## src/rtl/com2fifoc_pkg.sv

```systemverilog
// com2fifoc_pkg: command-frame constants and receiver state encoding,
// shared between the frame receiver and the command-parse stage.
package com2fifoc_pkg;

  localparam logic [7:0] HDR0      = 8'h55;
  localparam logic [7:0] HDR1      = 8'hAA;
  localparam int         FRAME_LEN = 12;
  localparam int         BODY_LEN  = 10;

  typedef enum logic [2:0] {
    ST_HUNT,
    ST_HED1,
    ST_BODY,
    ST_CHK,
    ST_WRITE,
    ST_SYNC,
    ST_DONE
  } state_t;

endpackage

```

## src/rtl/com2fifoc.sv

```systemverilog
// com2fifoc: hunts the link byte stream for a 0x55 0xAA header, buffers one
// 12-byte command frame, verifies its checksum, copies good frames into the
// command FIFO and then handshakes with the parse stage via fs/fd.
module com2fifoc
  import com2fifoc_pkg::*;
#(
  parameter logic [15:0] TIMEOUT = 16'd50000
) (
  input  logic       clk,
  input  logic       rst,
  input  logic       rx_vld,
  input  logic [7:0] rx_data,
  output logic       fifoc_txen,
  output logic [7:0] fifoc_txd,
  input  logic       fifoc_full,
  output logic       fs,
  input  logic       fd,
  output logic       err,
  output logic [7:0] frm_cnt
);

  state_t      r_state;
  logic [7:0]  r_buf [FRAME_LEN];
  logic [7:0]  r_sum;
  logic [3:0]  r_idx;
  logic [3:0]  r_ptr;
  logic [15:0] r_gap;
  logic        r_txen;
  logic [7:0]  r_txd;
  logic        r_fs;
  logic        r_err;
  logic [7:0]  r_frmCnt;

  logic        w_discard;
  logic        w_timeout;
  logic        w_chkOk;
  logic [15:0] w_gapInc;

  // A byte arriving while the receiver is busy verifying, writing or
  // handshaking cannot be used and is reported as a dropped byte.
  assign w_discard = rx_vld && ((r_state == ST_CHK)  || (r_state == ST_WRITE) ||
                                (r_state == ST_SYNC) || (r_state == ST_DONE));

  // A partially received frame is abandoned once the line has been idle for
  // TIMEOUT cycles; a byte arriving on that same cycle still wins.
  assign w_timeout = ((r_state == ST_HED1) || (r_state == ST_BODY)) &&
                     !rx_vld && (r_gap == TIMEOUT);

  assign w_chkOk  = (r_buf[FRAME_LEN-1] == r_sum);
  assign w_gapInc = (r_gap == 16'hFFFF) ? r_gap : r_gap + 16'd1;

  assign fifoc_txen = r_txen;
  assign fifoc_txd  = r_txd;
  assign fs         = r_fs;
  assign err        = r_err;
  assign frm_cnt    = r_frmCnt;

  // Receiver state machine: header hunt, body capture, checksum, FIFO burst
  // and the fs/fd handshake, with all outputs registered.
  always_ff @(posedge clk or negedge rst) begin
    if (!rst) begin
      r_state  <= ST_HUNT;
      for (int i = 0; i < FRAME_LEN; i++) r_buf[i] <= 8'h00;
      r_sum    <= 8'h00;
      r_idx    <= 4'd0;
      r_ptr    <= 4'd0;
      r_gap    <= 16'd0;
      r_txen   <= 1'b0;
      r_txd    <= 8'h00;
      r_fs     <= 1'b0;
      r_err    <= 1'b0;
      r_frmCnt <= 8'h00;
    end else begin
      r_err <= w_discard || w_timeout;
      r_gap <= 16'd0;
      case (r_state)
        ST_HUNT: begin
          if (rx_vld && (rx_data == HDR0)) r_state <= ST_HED1;
        end
        ST_HED1: begin
          if (rx_vld) begin
            if (rx_data == HDR1) begin
              r_state  <= ST_BODY;
              r_idx    <= 4'd0;
              r_sum    <= 8'h00;
              r_buf[0] <= HDR0;
              r_buf[1] <= HDR1;
            end else if (rx_data != HDR0) begin
              r_state <= ST_HUNT;
            end
          end else if (w_timeout) begin
            r_state <= ST_HUNT;
          end else begin
            r_gap <= w_gapInc;
          end
        end
        ST_BODY: begin
          if (rx_vld) begin
            r_buf[r_idx + 4'd2] <= rx_data;
            if (r_idx == 4'(BODY_LEN - 1)) begin
              r_state <= ST_CHK;
            end else begin
              r_sum <= r_sum + rx_data;
              r_idx <= r_idx + 4'd1;
            end
          end else if (w_timeout) begin
            r_state <= ST_HUNT;
          end else begin
            r_gap <= w_gapInc;
          end
        end
        ST_CHK: begin
          if (w_chkOk) begin
            r_state <= ST_WRITE;
            r_ptr   <= 4'd0;
          end else begin
            r_state <= ST_HUNT;
            r_err   <= 1'b1;
          end
        end
        ST_WRITE: begin
          if (!fifoc_full) begin
            r_txen <= 1'b1;
            r_txd  <= r_buf[r_ptr];
            if (r_ptr == 4'(FRAME_LEN - 1)) r_state <= ST_SYNC;
            else                            r_ptr   <= r_ptr + 4'd1;
          end else begin
            r_txen <= 1'b0;
          end
        end
        ST_SYNC: begin
          r_txen <= 1'b0;
          if (!r_fs) begin
            r_fs     <= 1'b1;
            r_frmCnt <= r_frmCnt + 8'd1;
          end else if (fd) begin
            r_fs    <= 1'b0;
            r_state <= ST_DONE;
          end
        end
        ST_DONE: begin
          if (!fd) r_state <= ST_HUNT;
        end
        default: r_state <= ST_HUNT;
      endcase
    end
  end

endmodule

```

## config.mk

```make
export PLATFORM = sky130hd
export DESIGN_NAME = com2fifoc
export DESIGN_NICKNAME = d
export VERILOG_FILES = /design/src/rtl/com2fifoc_pkg.sv /design/src/rtl/com2fifoc.sv
export SDC_FILE = /design/constraint.sdc
export NUM_CORES = 1
export LEC_CHECK = 0
export BUFFER_PORTS_ARGS = -buffer_cell sky130_fd_sc_hd__buf_2
export CAP_MARGIN = 15
export CORE_ASPECT_RATIO = 1.1
export CORE_MARGIN = 2
export CORE_UTILIZATION = 35
export CTS_BUF_LIST = sky130_fd_sc_hd__clkbuf_16
export DETAILED_ROUTE_END_ITERATION = 8
export HOLD_SLACK_MARGIN = 0.15
export SKIP_CTS_REPAIR_TIMING = 1
export SLEW_MARGIN = 20
export SYNTH_ARGS = -nofsm -noshare
export SYNTH_HDL_FRONTEND = slang
export SYNTH_SLANG_ARGS = --single-unit
```

## constraint.sdc

```tcl
create_clock -name clk -period 5.4 [get_ports clk]
set_input_delay 0 -clock clk [delete_from_list [all_inputs] [get_ports clk]]
set_output_delay 0 -clock clk [all_outputs]
set_load 0.005 [all_outputs]
```

; Word-level counts from Yosys, hierarchy flattened
; Index checks and enable logic that the tools add are counted.
[op_classes]
n_addsub = 6
mul = 0
n_div = 0
magnitude_cmp = 3
eq_ne = 29
n_shift = 0
n_mux = 48
bitwise = 4
reduce_logical = 23
[op_table]
columns = operator, count
row1 = bitwise mux 96 bit, 1
row2 = 2-to-1 mux 16 bit, 6
row3 = 2-to-1 mux 96 bit, 1
row4 = 2-to-1 mux 8 bit, 7
row5 = 2-to-1 mux 3 bit, 13
row6 = binary-select mux 8 bit (select 4 bit), 1
row7 = demux 8 bit (select 4 bit), 1
row8 = "== test 16 bit, second input constant", 2
row9 = one-hot mux 16 bit (2 select lines), 1
row10 = 2-to-1 mux 4 bit, 7
row11 = one-hot mux 3 bit (7 select lines), 1
row12 = "inequality test 2 bit, second input constant", 10
row13 = "adder 16 x 1 -> 16 bit, second input constant", 1
row14 = one-hot mux 4 bit (2 select lines), 2
row15 = one-hot mux 8 bit (2 select lines), 1
row16 = "greater-or-equal comparator 5 bit, second input constant", 2
row17 = NOT 4 -> 5 bit, 2
row18 = "== test 3 bit, second input constant", 3
row19 = "adder 4 x 1 -> 4 bit, second input constant", 2
row20 = "adder 8 x 1 -> 8 bit, second input constant", 1
row21 = adder 8 bit, 1
row22 = "== test 4 bit, second input constant", 2
row23 = "== test 8 x 7 -> 1 bit, second input constant", 1
row24 = == test 8 bit, 1
row25 = other kinds (23), 43
[word_totals]
regBits = 150
latch_bits = 0
ram_bits = 0
rom_bits = 0
inputBits = 13
out_inout_bits = 19
elab_cells = 135
n_memories = 0

; Longest topological paths before layout
; Gate-level depths: netlist of run 1.
[depth]
word_depth = 9
depth_mapped = 8
depth_no_buf = 7

; Worst setup path before layout of run 1
; OpenSTA, ideal clock, no wires.
[synth_path]
path_type = register to register
startpoint = register r_idx[1]
endpoint = register r_buf[88] in the netlist's numbering
setup_time_ns = 0.121
t_arrival_ns = 1.739
t_required_ns = 5.279
slack_ns = 3.540
path_stages_with_launch = 8
path_buffers = 1
synth_period_minus_slack_ns = 1.860
path_cell_list = dfrtp_1 > ha_1 > xnor2_1 > nor2b_1 > clkbuf_1 > and3_1 > nand2_1 > o22a_1
[synth_between]
elab_chain_len = 9
elab_cells_between_ends = 10
classes_between = add/sub: 1 / order compare: 2 / mux: 5 / bitwise: 1 / reduce/logical: 1
[synth_rtl]
columns = item, line
row1 = "start, declared", com2fifoc.sv:25  ; logic [3:0] r_idx;
row2 = "start signal, assigned", com2fifoc.sv:104  ; r_idx <= r_idx + 4'd1;
row3 = adder 4 x 2 -> 4 bit *, com2fifoc.sv:99  ; r_buf[r_idx + 4'd2] <= rx_data;
row4 = NOT 4 -> 5 bit (not written as such) *, com2fifoc.sv:99
row5 = greater-or-equal comparator 5 bit (not written as such) or < comparator 5 x 1 -> 1 bit (tied branches), com2fifoc.sv:99
row6 = logical AND 1 bit (not written as such), com2fifoc.sv:99
row7 = 2-to-1 mux 8 bit (not written as such), com2fifoc.sv:99
row8 = demux 8 bit (select 4 bit) *, com2fifoc.sv:99
row9 = bitwise mux 96 bit *, com2fifoc.sv:99
row10 = 2-to-1 mux 96 bit *, com2fifoc.sv:98  ; if (rx_vld) begin
row11 = one-hot mux 16 bit (2 select lines) *, com2fifoc.sv:76  ; case (r_state)
row12 = "end signal, assigned by index", com2fifoc.sv:99
row13 = "end, declared", com2fifoc.sv:23  ; logic [7:0] r_buf [FRAME_LEN];
; Mark *: on every way between the ends. The rest lies on a longest branch, timed or not. The select of a mux whose other input is x is not followed.
; A chain may end at the register's enable or synchronous reset.

; Worst setup path in the final report of run 1
[layout_path]
startpoint = register r_state[2]
endpoint = register r_buf[51] in the netlist's numbering
[layout_between]
elab_chain_len = 2
[layout_rtl]
columns = item, line
row1 = "start, declared", com2fifoc.sv:22  ; state_t r_state;
row2 = "start signal, assigned", com2fifoc.sv:62  ; r_state <= ST_HUNT;
row3 = "start signal, assigned", com2fifoc.sv:78  ; if (rx_vld && (rx_data == HDR0)) r_state <= ST_HED1;
row4 = "start signal, assigned", com2fifoc.sv:83  ; r_state <= ST_BODY;
row5 = == test 3 x 2 -> 1 bit, com2fifoc.sv:76
row6 = AND reduction 2 bit (no source line), --
; No other way between the ends.

==> key figures, run 1 <==
Outcome
  • Status: finished clean

Floorplanning
  • DIE HEIGHT: 159 um
  • Row count: 56
  • Die width: 145 um
  • Die area: 0.0232 sq mm
  • Starting Density: 35.8%
  • Total core area: 0.0214 sq mm
  • Io pins: 32

Worst setup path
  • Crit-path slowest cell: and4bb_1
  • Biggest cell delay along the critical path: 0.86 ns
  • Bufs and invs on worst path: 0
  • Worst Path Arrival: 2.71 ns
  • Crit start category: flip-flop
  • Worst path required time: 5.71 ns
  • Kind of critical path: flip-flop to flip-flop
  • Crit end category: flip-flop
  • Crit path max-delay family: simple AND/OR/NAND/NOR gates
  • Peak fanout along the critical path: 17
  • Critical path, cell by cell: and4bb_1, nand3_2, mux2_2

STA
  • Worst Tran Pin Value: 1.09 ns
  • Setup-failing EPs final: 0
  • Post-layout min period: 2.41 ns
  • Pins Over Slew Limit: 0
  • Hold Violations, Final: 0
  • F_max: 415 MHz
  • RSZ-0062 raised after global routing: false
  • Slew Limit Headroom: 27.4%
  • Max Clock Skew: 0.0101 ns
  • Final setup TNS: 0 ns
  • Period utilization: 44.6%

Routing
  • Routed Antenna Nets: 0
  • Mean routed wirelength per cell: 18.9 um
  • Vias: 5238
  • DR pass1 iterations: 5
  • DRC: 0
  • Avg Vias per Cell: 5.37
  • WL final: 18.5 mm
  • Initial DRC Count: 404

CTS
  • Max Buffers Root-to-Sink: 2
  • Clock-pin transition on the worst setup and hold timing paths: 0.07 ns
  • H-tree level count: 4
  • Clock latency on the worst-skew pair: 0.42 ns
  • Num CTS Buffers: 17
  • Clock root cell: clkbuf_16
  • Clk sinks: 150
  • CTS tree: yes

Place
  • # port buffers: 31
  • Hpwl dp: 12.9 mm
  • Final RePlAce weighted congestion: 0.818

Final layout
  • Share of post-route cells with drive strength above 1: 27.6%
  • Area delta synth->final: 13.3%
  • Nets: 703
  • # diodes: 0

Yosys
  • Distinct cells, synth: 69
  • Ys flop type: dfrtp_1
  • Synthesized Nets: 674
  • Post-synthesis sequential area ratio: 48.8%
  • Top cells by area, synth: dfrtp_1, mux2_2, mux4_2
  • Post-synth ARST share: 100%
  • Most common cell in the netlist: dfrtp_1
  • Ys Warns: 0
  • Most instantiated cells after synthesis: dfrtp_1, mux2_2, nor2_1, nand2_1, o21ai_0
  • Syn Area/Cell: 11.9 sq um
  • Leading area contributor after synthesis: dfrtp_1
  • Post-synth EDFFs: 0
  • Synth Register Bits: 150
  • Post-Syn Instances: 644
  • Cell area after synthesis: 0.00769 sq mm
  • Synth top area share: 48.8%

Pwr
  • Leak pwr: 0.00402 uW
  • Pwr Density: 422 mW/mm^2
  • Overall power: 3670 uW
  • Worst vdd ir: 0.000246 V

Job
  • MaxCap Viol Count: 0

GRT
  • Vias in the first global route: 5291
  • First-pass GRT wire length: 30.1 mm
  • Total track usage: 16.5%
  • Initial antenna violation count: 0
  • Pin count of the biggest net entering global routing: 86
  • GR Overflow Total: 0

Worst hold path
  • Min-Delay Path Class: input pin to async pin
[placed cells by master (no fill, tap or decap), types with 5 or more instances in the layout]
master         Yosys  routed
a21o_1             6       6
a21oi_1           23      23
a22o_1            10      10
and3_1             9       9
buf_2             10      30
clkbuf_16          0      17
clkinv_4           0       5
dfrtp_1          150     150
dlygate4sd3_1      0      12
ha_1              16      16
inv_1             13      13
inv_6              0       5
mux2_2            72      72
mux2i_1           11      11
mux4_2            24      24
nand2_1           44      44
nand3_1            8       8
nand3_2           10      10
nand4_1            8       8
nor2_1            48      48
nor2b_1            5       5
nor3_1             7       7
nor4_1             5       5
o21ai_0           40      40
xnor2_1            9       9
xor2_1            24      24
[logic make-up (layout without fill, tap and decap cells)]
| logic type | count (synthesis) | in the layout | share of synthesized area [%] |
|---|---|---|---|
| mux | 107 | 107 | 19.0 |
| xor+xnor | 33 | 33 | 3.76 |
| compound gates | 112 | 112 | 9.44 |
| buf+inv | 48 | 90 | 3.35 |
| fa+ha+maj | 17 | 17 | 2.87 |
| simple gates | 177 | 177 | 12.7 |
| flops | 150 | 150 | 48.8 |
[area by class of cell]
class | instances | area (sq um)
repair buffers | 45 | 297
fillers | 2039 | 12700
well taps | 290 | 363
inverters | 13 | 48.8
flip-flops and latches | 150 | 3750
multi-input cells | 446 | 3670
clock buffers | 17 | 425
clock inverters | 15 | 143
[path summary, 6_finish.rpt]
path,from,end,slack [ns],cells past startpoint
worst max-delay path,r_state[2]$_DFFE_PN0P_,r_buf[51]$_DFFE_PN0P_,2.99,3
worst min-delay path,rst,r_buf[54]$_DFFE_PN0P_,0.20,2
worst max register to register,r_state[2]$_DFFE_PN0P_,r_buf[51]$_DFFE_PN0P_,2.99,3
worst min register to register,fifoc_txen$_DFFE_PN0P_,fifoc_txen$_DFFE_PN0P_,0.48,1
max in group asynchronous,rst,r_idx[0]$_DFFE_PN0P_,3.80,3
min in group clk,fifoc_txen$_DFFE_PN0P_,fifoc_txen$_DFFE_PN0P_,0.48,1
[layer usage]
metal,vias up,wire [um],share of wire [%],global-route usage (%)
met5,-,0,0,0
met4,0,600,3.3,6.86
met3,31,653,3.5,3.12
met2,130,8610,47,25.6
met1,2680,8600,47,22.7
li1,2397,-,-,-
[stage by stage]
| stage | utilization (%) | worst slack, ns | cell area, sq um | hold slack [ns] | instances |
|---|---|---|---|---|---|
| 2_1_floorplan | - | 3.54 | 7690 | -0.296 | 644 |
| 3_3_place_gp | 37.4 | 3.08 | 8020 | 0.0952 | 932 |
| 3_5_place_dp | 37.4 | 3.05 | 8020 | 0.111 | 932 |
| 4_1_cts | 40.0 | 3.02 | 8580 | -0.339 | 964 |
| 5_1_grt | 40.6 | 2.88 | 8700 | 0.294 | 976 |
| 6_report | 40.6 | 2.99 | 8700 | 0.197 | 976 |
[registers in the layout, summed over array words and instances, names as in the netlist]
| name | flops |
|---|---|
| fifoc_txen | 1 |
| r_buf | 96 |
| r_state | 3 |
| fs | 1 |
| frm_cnt | 8 |
| fifoc_txd | 8 |
| r_idx | 4 |
| err | 1 |
| r_gap | 16 |
| r_sum | 8 |
| r_ptr | 4 |
[power breakdown]
group	leakage, uW	total, uW	internal, uW	switching (uW)
Clock	0.000282	1140	644	499
Combinational	0.00170	954	465	489
Sequential	0.00204	1570	1320	249
No activity file was read; power rests on OpenSTA's default activity.
==> run 2, diff against run 1 <==
clock period = 2.05 ns   (was 5.4 ns; I/O delays follow)
==> run 2 against run 1 <==
- power grew to 2.7 times the previous value
- sequential cell count is the same
- non-clock buffer count grew 25
- fmax grew 23%
- hold slack lost 0.035 ns
==> key figures, run 2 (synthesis gave the netlist of run 1 again) <==
Worst setup path
  • Reg2reg end: r_buf[94]$_DFFE_PN0P_ (was r_buf[51]$_DFFE_PN0P_)
  • Worst R2R Start: r_idx[1]$_DFFE_PN0P_ (was r_state[2]$_DFFE_PN0P_)
  • Worst path required time: 2.35 ns (was 5.71 ns)
  • Worst Path Arrival: 2.25 ns (was 2.71 ns)
  • Crit end category: flip-flop (unchanged)
  • Crit start category: flip-flop (unchanged)
  • Cells on worst reg2reg path: 7 (was 3)
  • Kind of critical path: flip-flop to flip-flop (unchanged)
  • Reg2reg setup slack: 0.1 ns (was 2.99 ns)
  • Peak fanout along the critical path: 7 (was 17)

Floorplanning
  • Die width: 145 um (unchanged)
  • Row count: 56 (unchanged)
  • DIE HEIGHT: 159 um (unchanged)
  • Total core area: 0.0214 sq mm (unchanged)
  • Io pins: 32 (unchanged)
  • Die area: 0.0232 sq mm (unchanged)
  • Starting Density: 35.8% (unchanged)

CTS
  • Num CTS Buffers: 17 (unchanged)
  • Clock-pin transition on the worst setup and hold timing paths: 0.06 ns (was 0.07 ns)
  • Clock root cell: clkbuf_16 (unchanged)
  • CTS tree: yes (unchanged)
  • H-tree level count: 4 (unchanged)
  • Clock latency on the worst-skew pair: 0.42 ns (about the same)
  • Clk sinks: 150 (unchanged)
  • Max Buffers Root-to-Sink: 2 (unchanged)

GRT
  • Busiest grt layer: met2 (unchanged)
  • Pin count of the biggest net entering global routing: 66 (was 86)
  • First-pass GRT wire length: 30.0 mm (was 30.1 mm)
  • Met2 Usage GRT: 26.4% (was 25.6%)
  • Vias in the first global route: 5459 (was 5291)
  • Total track usage: 16.3% (was 16.5%)
  • Initial antenna violation count: 0 (unchanged)
  • Met3 usage: 3.64% (was 3.12%)
  • GR Overflow Total: 0 (unchanged)
  • GRT met1 Usage: 22.2% (was 22.7%)

Routing
  • Routed Antenna Nets: 0 (unchanged)
  • Mean routed wirelength per cell: 18.2 um (was 18.9 um)
  • Initial DRC Count: 335 (was 404)
  • WL final: 18.2 mm (was 18.5 mm)
  • Vias: 5342 (was 5238)
  • DRC: 0 (unchanged)
  • DR pass1 iterations: 5 (unchanged)
  • Avg Vias per Cell: 5.35 (was 5.37)

STA
  • Post-layout min period: 1.95 ns (was 2.41 ns)
  • Period utilization: 95.4% (was 44.6%)
  • F_max: 512 MHz (was 415 MHz)
  • Slew Limit Headroom: 65.0% (was 27.4%)
  • RSZ-0062 raised after global routing: false (unchanged)
  • Worst Tran Pin Value: 0.525 ns (was 1.09 ns)
  • Final setup TNS: 0 ns (unchanged)
  • Hold Violations, Final: 0 (unchanged)
  • Max Clock Skew: 0.00888 ns (was 0.0101 ns)
  • Setup-failing EPs final: 0 (unchanged)
  • Pins Over Slew Limit: 0 (unchanged)
  • Final worst slack: 0.0952 ns (was 2.99 ns)

Outcome
  • Status: finished clean (unchanged)

Pwr
  • Pint: 6800 uW (was 2430 uW)
  • Combinational Power Share: 29.6% (was 26.0%)
  • Overall power: 9980 uW (was 3670 uW)
  • Pwr Density: 1110 mW/mm^2 (was 422 mW/mm^2)
  • Sw frac: 31.9% (was 33.7%)
  • Flop pwr share: 39.7% (was 42.8%)
  • Sw power: 3180 uW (was 1240 uW)
  • Clock power frac: 30.7% (was 31.2%)
  • Worst vdd ir: 0.000603 V (was 0.000246 V)
  • Leak pwr: 0.00417 uW (was 0.00402 uW)

Final layout
  • Top Registers: r_buf (96), r_gap (16) (unchanged)
  • Share of post-route cells with drive strength above 1: 30.6% (was 27.6%)
  • Max reg flops: 96 (unchanged)
  • Largest Register: r_buf (unchanged)
  • Core Util, Final: 42.0% (was 40.6%)
  • Commonest non-fill, non-tap cell in the layout: dfrtp_1 (unchanged)
  • # diodes: 0 (unchanged)
  • Area delta synth->final: 17.1% (was 13.3%)
  • FILL cells: 2020 (was 2039)
  • Nets: 728 (was 703)
  • Most frequent cells in the layout: dfrtp_1, mux2_2, nor2_1 (unchanged)

Place
  • Hpwl dp: 12.5 mm (was 12.9 mm)
  • Final RePlAce weighted congestion: 0.857 (was 0.818)
  • # port buffers: 31 (unchanged)
  • Pre-CTS setup slack: 0.0149 ns (was 3.05 ns)

Worst hold path
  • Min-Delay Path Class: input pin to async pin (unchanged)

Job
  • MaxCap Viol Count: 0 (unchanged)
[run 2: cell count changes in the layout (fill, tap and decap cells not counted), moves of 2 or more]
| cell | delta |
|---|---|
| clkinvlp_4 | +2 |
| nand3_4 | +2 |
| a211oi_2 | +2 |
| inv_6 | -4 |
| buf_12 | +5 |
| a211oi_1 | -2 |
| inv_1 | +2 |
| bufinv_16 | +2 |
| buf_4 | +20 |
| clkinv_4 | -5 |
| nand3_2 | -2 |
[run 2: stage by stage]
step	hold WS [ns]	std cells	instance area, sq um
2_1_floorplan	-0.296	644	7690
3_3_place_gp	-0.0649	956	8250
3_5_place_dp	-0.0639	956	8250
4_1_cts	-0.508	985	8810
5_1_grt	0.189	998	9000
6_report	0.163	998	9000
[run 2: worst max path at each step]
| stage | startpoint | end | slack, ns | depth (start not counted) |
|---|---|---|---|---|
| 5_1_grt | r_idx[1]$_DFFE_PN0P_ | r_buf[94]$_DFFE_PN0P_ | 0.0009 | 7 |
| 6_report | r_idx[1]$_DFFE_PN0P_ | r_buf[94]$_DFFE_PN0P_ | 0.1 | 7 |
| 3_5_place_dp | r_idx[1]$_DFFE_PN0P_ | r_buf[61]$_DFFE_PN0P_ | 0.01 | 5 |
| 4_1_cts | r_idx[1]$_DFFE_PN0P_ | r_buf[61]$_DFFE_PN0P_ | -0.004 | 5 |
| 3_3_place_gp | r_gap[0]$_DFFE_PN0P_ | r_gap[14]$_DFFE_PN0P_ | 0.07 | 7 |
| 2_1_floorplan | r_idx[1]$_DFFE_PN0P_ | r_buf[88]$_DFFE_PN0P_ | 0.19 | 7 |
[run 2: critical path, cell delays in order, from the launching register on]
cell	delay [ns]
dfrtp_1	0.43
ha_2	0.24
xnor2_2	0.25
nor2b_1	0.17
buf_4	0.16
and3_1	0.20
nand2_1	0.15
o22a_1	0.25
[run 2: area by class of cell]
class	count	area, sq um	share of cell area [%]
clock buffer	17	425	4.72
clock inverter	12	140	1.56
inverter	13	48.8	0.542
multi-input combinational	446	3720	41.4
sequential	150	3750	41.7
tap	290	363	4.03
timing repair buffer	70	547	6.07
[run 2: power by group through the flow]
stage               clock (uW)  combinational (uW)  sequential (uW)
finish                    3060                2950             3960
global route              3250                3280             4040
CTS                       3130                2910             3950
detailed placement           0                2890             4010
global placement             0                2800             3970
floorplan                    0                2160             3820
[run 2: layer usage]
layer  share of wire [%]  up-vias
met1                  46     2753
met3                 4.6       20
met2                  48      124
met5                   0        -
li1                    -     2445
met4                 1.6        0
==> run 3, diff against run 2 <==
BUFFER_PORTS_ARGS = -buffer_cell sky130_fd_sc_hd__clkbuf_2   (was -buffer_cell sky130_fd_sc_hd__buf_2)
CTS_CLUSTER_DIAMETER = 30   (was unset)
==> run 3 against run 2 <==
- critical path depth is 2 lower
- clock skew is 0.0013 ns lower
- power is 3.1% higher
- hold slack better by 0.30 ns
- fmax is 3.8% lower
- via count is 0.11% higher
- sequential power hardly changed
- utilization is 0.60 points higher
==> key figures, run 3 (synthesis gave the netlist of run 1 again) <==
Routing
  • Routed Antenna Nets: 0 (unchanged)
  • WL final: 18.1 mm (was 18.2 mm)
  • Avg Vias per Cell: 5.31 (was 5.35)
  • Vias: 5348 (was 5342)
  • Initial DRC Count: 419 (was 335)
  • DRC: 0 (unchanged)
  • DR pass1 iterations: 5 (unchanged)
  • Mean routed wirelength per cell: 18.0 um (was 18.2 um)

CTS
  • Clk sinks: 150 (unchanged)
  • Clock-pin transition on the worst setup and hold timing paths: 0.06 ns (about the same)
  • Clock root cell: clkbuf_16 (unchanged)
  • Num CTS Buffers: 17 (unchanged)
  • Clock latency on the worst-skew pair: 0.43 ns (was 0.42 ns)
  • CTS tree: yes (unchanged)
  • H-tree level count: 4 (unchanged)
  • Max Buffers Root-to-Sink: 2 (unchanged)

Final layout
  • Most frequent cells in the layout: dfrtp_1, mux2_2, nor2_1 (unchanged)
  • Max reg flops: 96 (unchanged)
  • # diodes: 0 (unchanged)
  • Commonest non-fill, non-tap cell in the layout: dfrtp_1 (unchanged)
  • Nets: 735 (was 728)
  • Final Non-Filler Cells: 1008 (was 998)
  • Top Registers: r_buf (96), r_gap (16) (unchanged)
  • Largest Register: r_buf (unchanged)
  • FILL cells: 2002 (was 2020)
  • Share of post-route cells with drive strength above 1: 32.0% (was 30.6%)
  • Area delta synth->final: 18.8% (was 17.1%)

STA
  • Pins Over Slew Limit: 0 (unchanged)
  • Hold Violations, Final: 0 (unchanged)
  • Slew Limit Headroom: 62.8% (was 65.0%)
  • Worst Tran Pin Value: 0.557 ns (was 0.525 ns)
  • Max Clock Skew: 0.00760 ns (was 0.00888 ns)
  • Post-layout min period: 2.03 ns (was 1.95 ns)
  • Final setup TNS: 0 ns (unchanged)
  • Period utilization: 99.1% (was 95.4%)
  • RSZ-0062 raised after global routing: true (was false)
  • F_max: 492 MHz (was 512 MHz)
  • Setup-failing EPs final: 0 (unchanged)
  • Hold WS: 0.466 ns (was 0.163 ns)

Floorplanning
  • Die area: 0.0232 sq mm (unchanged)
  • Starting Density: 35.8% (unchanged)
  • Io pins: 32 (unchanged)
  • Total core area: 0.0214 sq mm (unchanged)
  • DIE HEIGHT: 159 um (unchanged)
  • Die width: 145 um (unchanged)
  • Row count: 56 (unchanged)

Pwr
  • Worst vdd ir: 0.000682 V (was 0.000603 V)
  • Pwr Density: 1130 mW/mm^2 (was 1110 mW/mm^2)
  • Leak pwr: 0.00424 uW (was 0.00417 uW)

Worst setup path
  • CP Launch Point: r_state[0]$_DFFE_PN0P_ (was r_idx[1]$_DFFE_PN0P_)
  • Peak fanout along the critical path: 11 (was 7)
  • Crit-path slowest cell: or3b_2 (was dfrtp_1)
  • Critical path, cell by cell: or3b_2, a31oi_1, a211o_1, o32a_1, o21ai_1 (was ha_2, xnor2_2, nor2b_1, buf_4, and3_1, nand2_1, o22a_1)
  • Crit path to: r_state[0]$_DFFE_PN0P_ (was r_buf[94]$_DFFE_PN0P_)
  • Kind of critical path: flip-flop to flip-flop (unchanged)
  • Worst R2R Start: r_state[0]$_DFFE_PN0P_ (was r_idx[1]$_DFFE_PN0P_)
  • Cells on worst reg2reg path: 5 (was 7)
  • Crit end category: flip-flop (unchanged)
  • Worst path required time: 2.36 ns (was 2.35 ns)
  • Reg2reg end: r_state[0]$_DFFE_PN0P_ (was r_buf[94]$_DFFE_PN0P_)
  • Crit start category: flip-flop (unchanged)
  • Reg2reg setup slack: 0.02 ns (was 0.1 ns)
  • Biggest cell delay along the critical path: 0.59 ns (was 0.43 ns)
  • Worst Path Arrival: 2.34 ns (was 2.25 ns)

Place
  • Placed insts: 962 (was 956)
  • Hpwl dp: 12.6 mm (was 12.5 mm)
  • Final RePlAce weighted congestion: 0.820 (was 0.857)
  • # port buffers: 31 (unchanged)

GRT
  • GR Overflow Total: 0 (unchanged)
  • Pin count of the biggest net entering global routing: 68 (was 66)
  • Vias in the first global route: 5418 (was 5459)
  • Initial antenna violation count: 0 (unchanged)
  • First-pass GRT wire length: 29.4 mm (was 30.0 mm)
  • Total track usage: 16.1% (was 16.3%)

Outcome
  • Status: finished clean (unchanged)

Job
  • MaxCap Viol Count: 0 (unchanged)

Worst hold path
  • Min-Delay Path Class: input pin to flip-flop (was input pin to async pin)
[run 3: report_power, final]
group	leakage, uW	total (uW)	internal [uW]	switching (uW)
clock	0.000305	3320	2040	1280
sequential	0.00204	3960	3490	473
combinational	0.00190	3010	1470	1540
[run 3: metrics by stage]
stage / cell area [sq um] / power (uW) / util, % / worst slack [ns]
after floorplan: 7690 / 5990 / - / 0.190
after global placement: 8300 / 6820 / 38.7 / 0.0901
after detailed placement: 8300 / 6930 / 38.7 / 0.0232
after CTS: 8930 / 10300 / 41.7 / 0.000362
after global routing: 9130 / 10900 / 42.6 / -0.0363
final: 9130 / 10300 / 42.6 / 0.0188
[run 3: per-layer routing]
metal / global-route usage, % / part of all wire (%) / up-vias
met4: 5.93 / 2.3 / 0
li1: - / - / 2459
met5: 0 / 0 / -
met1: 21.6 / 46 / 2737
met2: 25.5 / 47 / 127
met3: 3.90 / 4.4 / 25
[run 3: how the worst min path moves through the flow]
stage,from,to,slack [ns],depth (start not counted)
floorplan,rst,err$_DFF_PN0_,-0.30,0
global placement,rst,r_buf[58]$_DFFE_PN0P_,-0.06,1
detailed placement,rst,r_buf[50]$_DFFE_PN0P_,-0.05,1
CTS,rst,r_buf[42]$_DFFE_PN0P_,-0.51,1
finish,rx_data[6],r_buf[30]$_DFFE_PN0P_,0.47,3
global route,rx_data[7],r_buf[87]$_DFFE_PN0P_,0.49,4
[run 3: final cells by class]
type	instances	area, sq um	share of cell area (%)
clock buffer	17	425	4.66
inverter	13	48.8	0.534
multi-input combinational	446	3720	40.7
clock inverter	15	201	2.21
sequential	150	3750	41.1
tap	290	363	3.97
timing repair buffer	77	622	6.81
[run 3: critical path, delay by kind of cell, from the launching register on]
family / cells / cell delay (ns)
AOI/OAI and AO/OA: 4 / 0.78
and+or+nand+nor: 1 / 0.59
DFF: 1 / 0.53
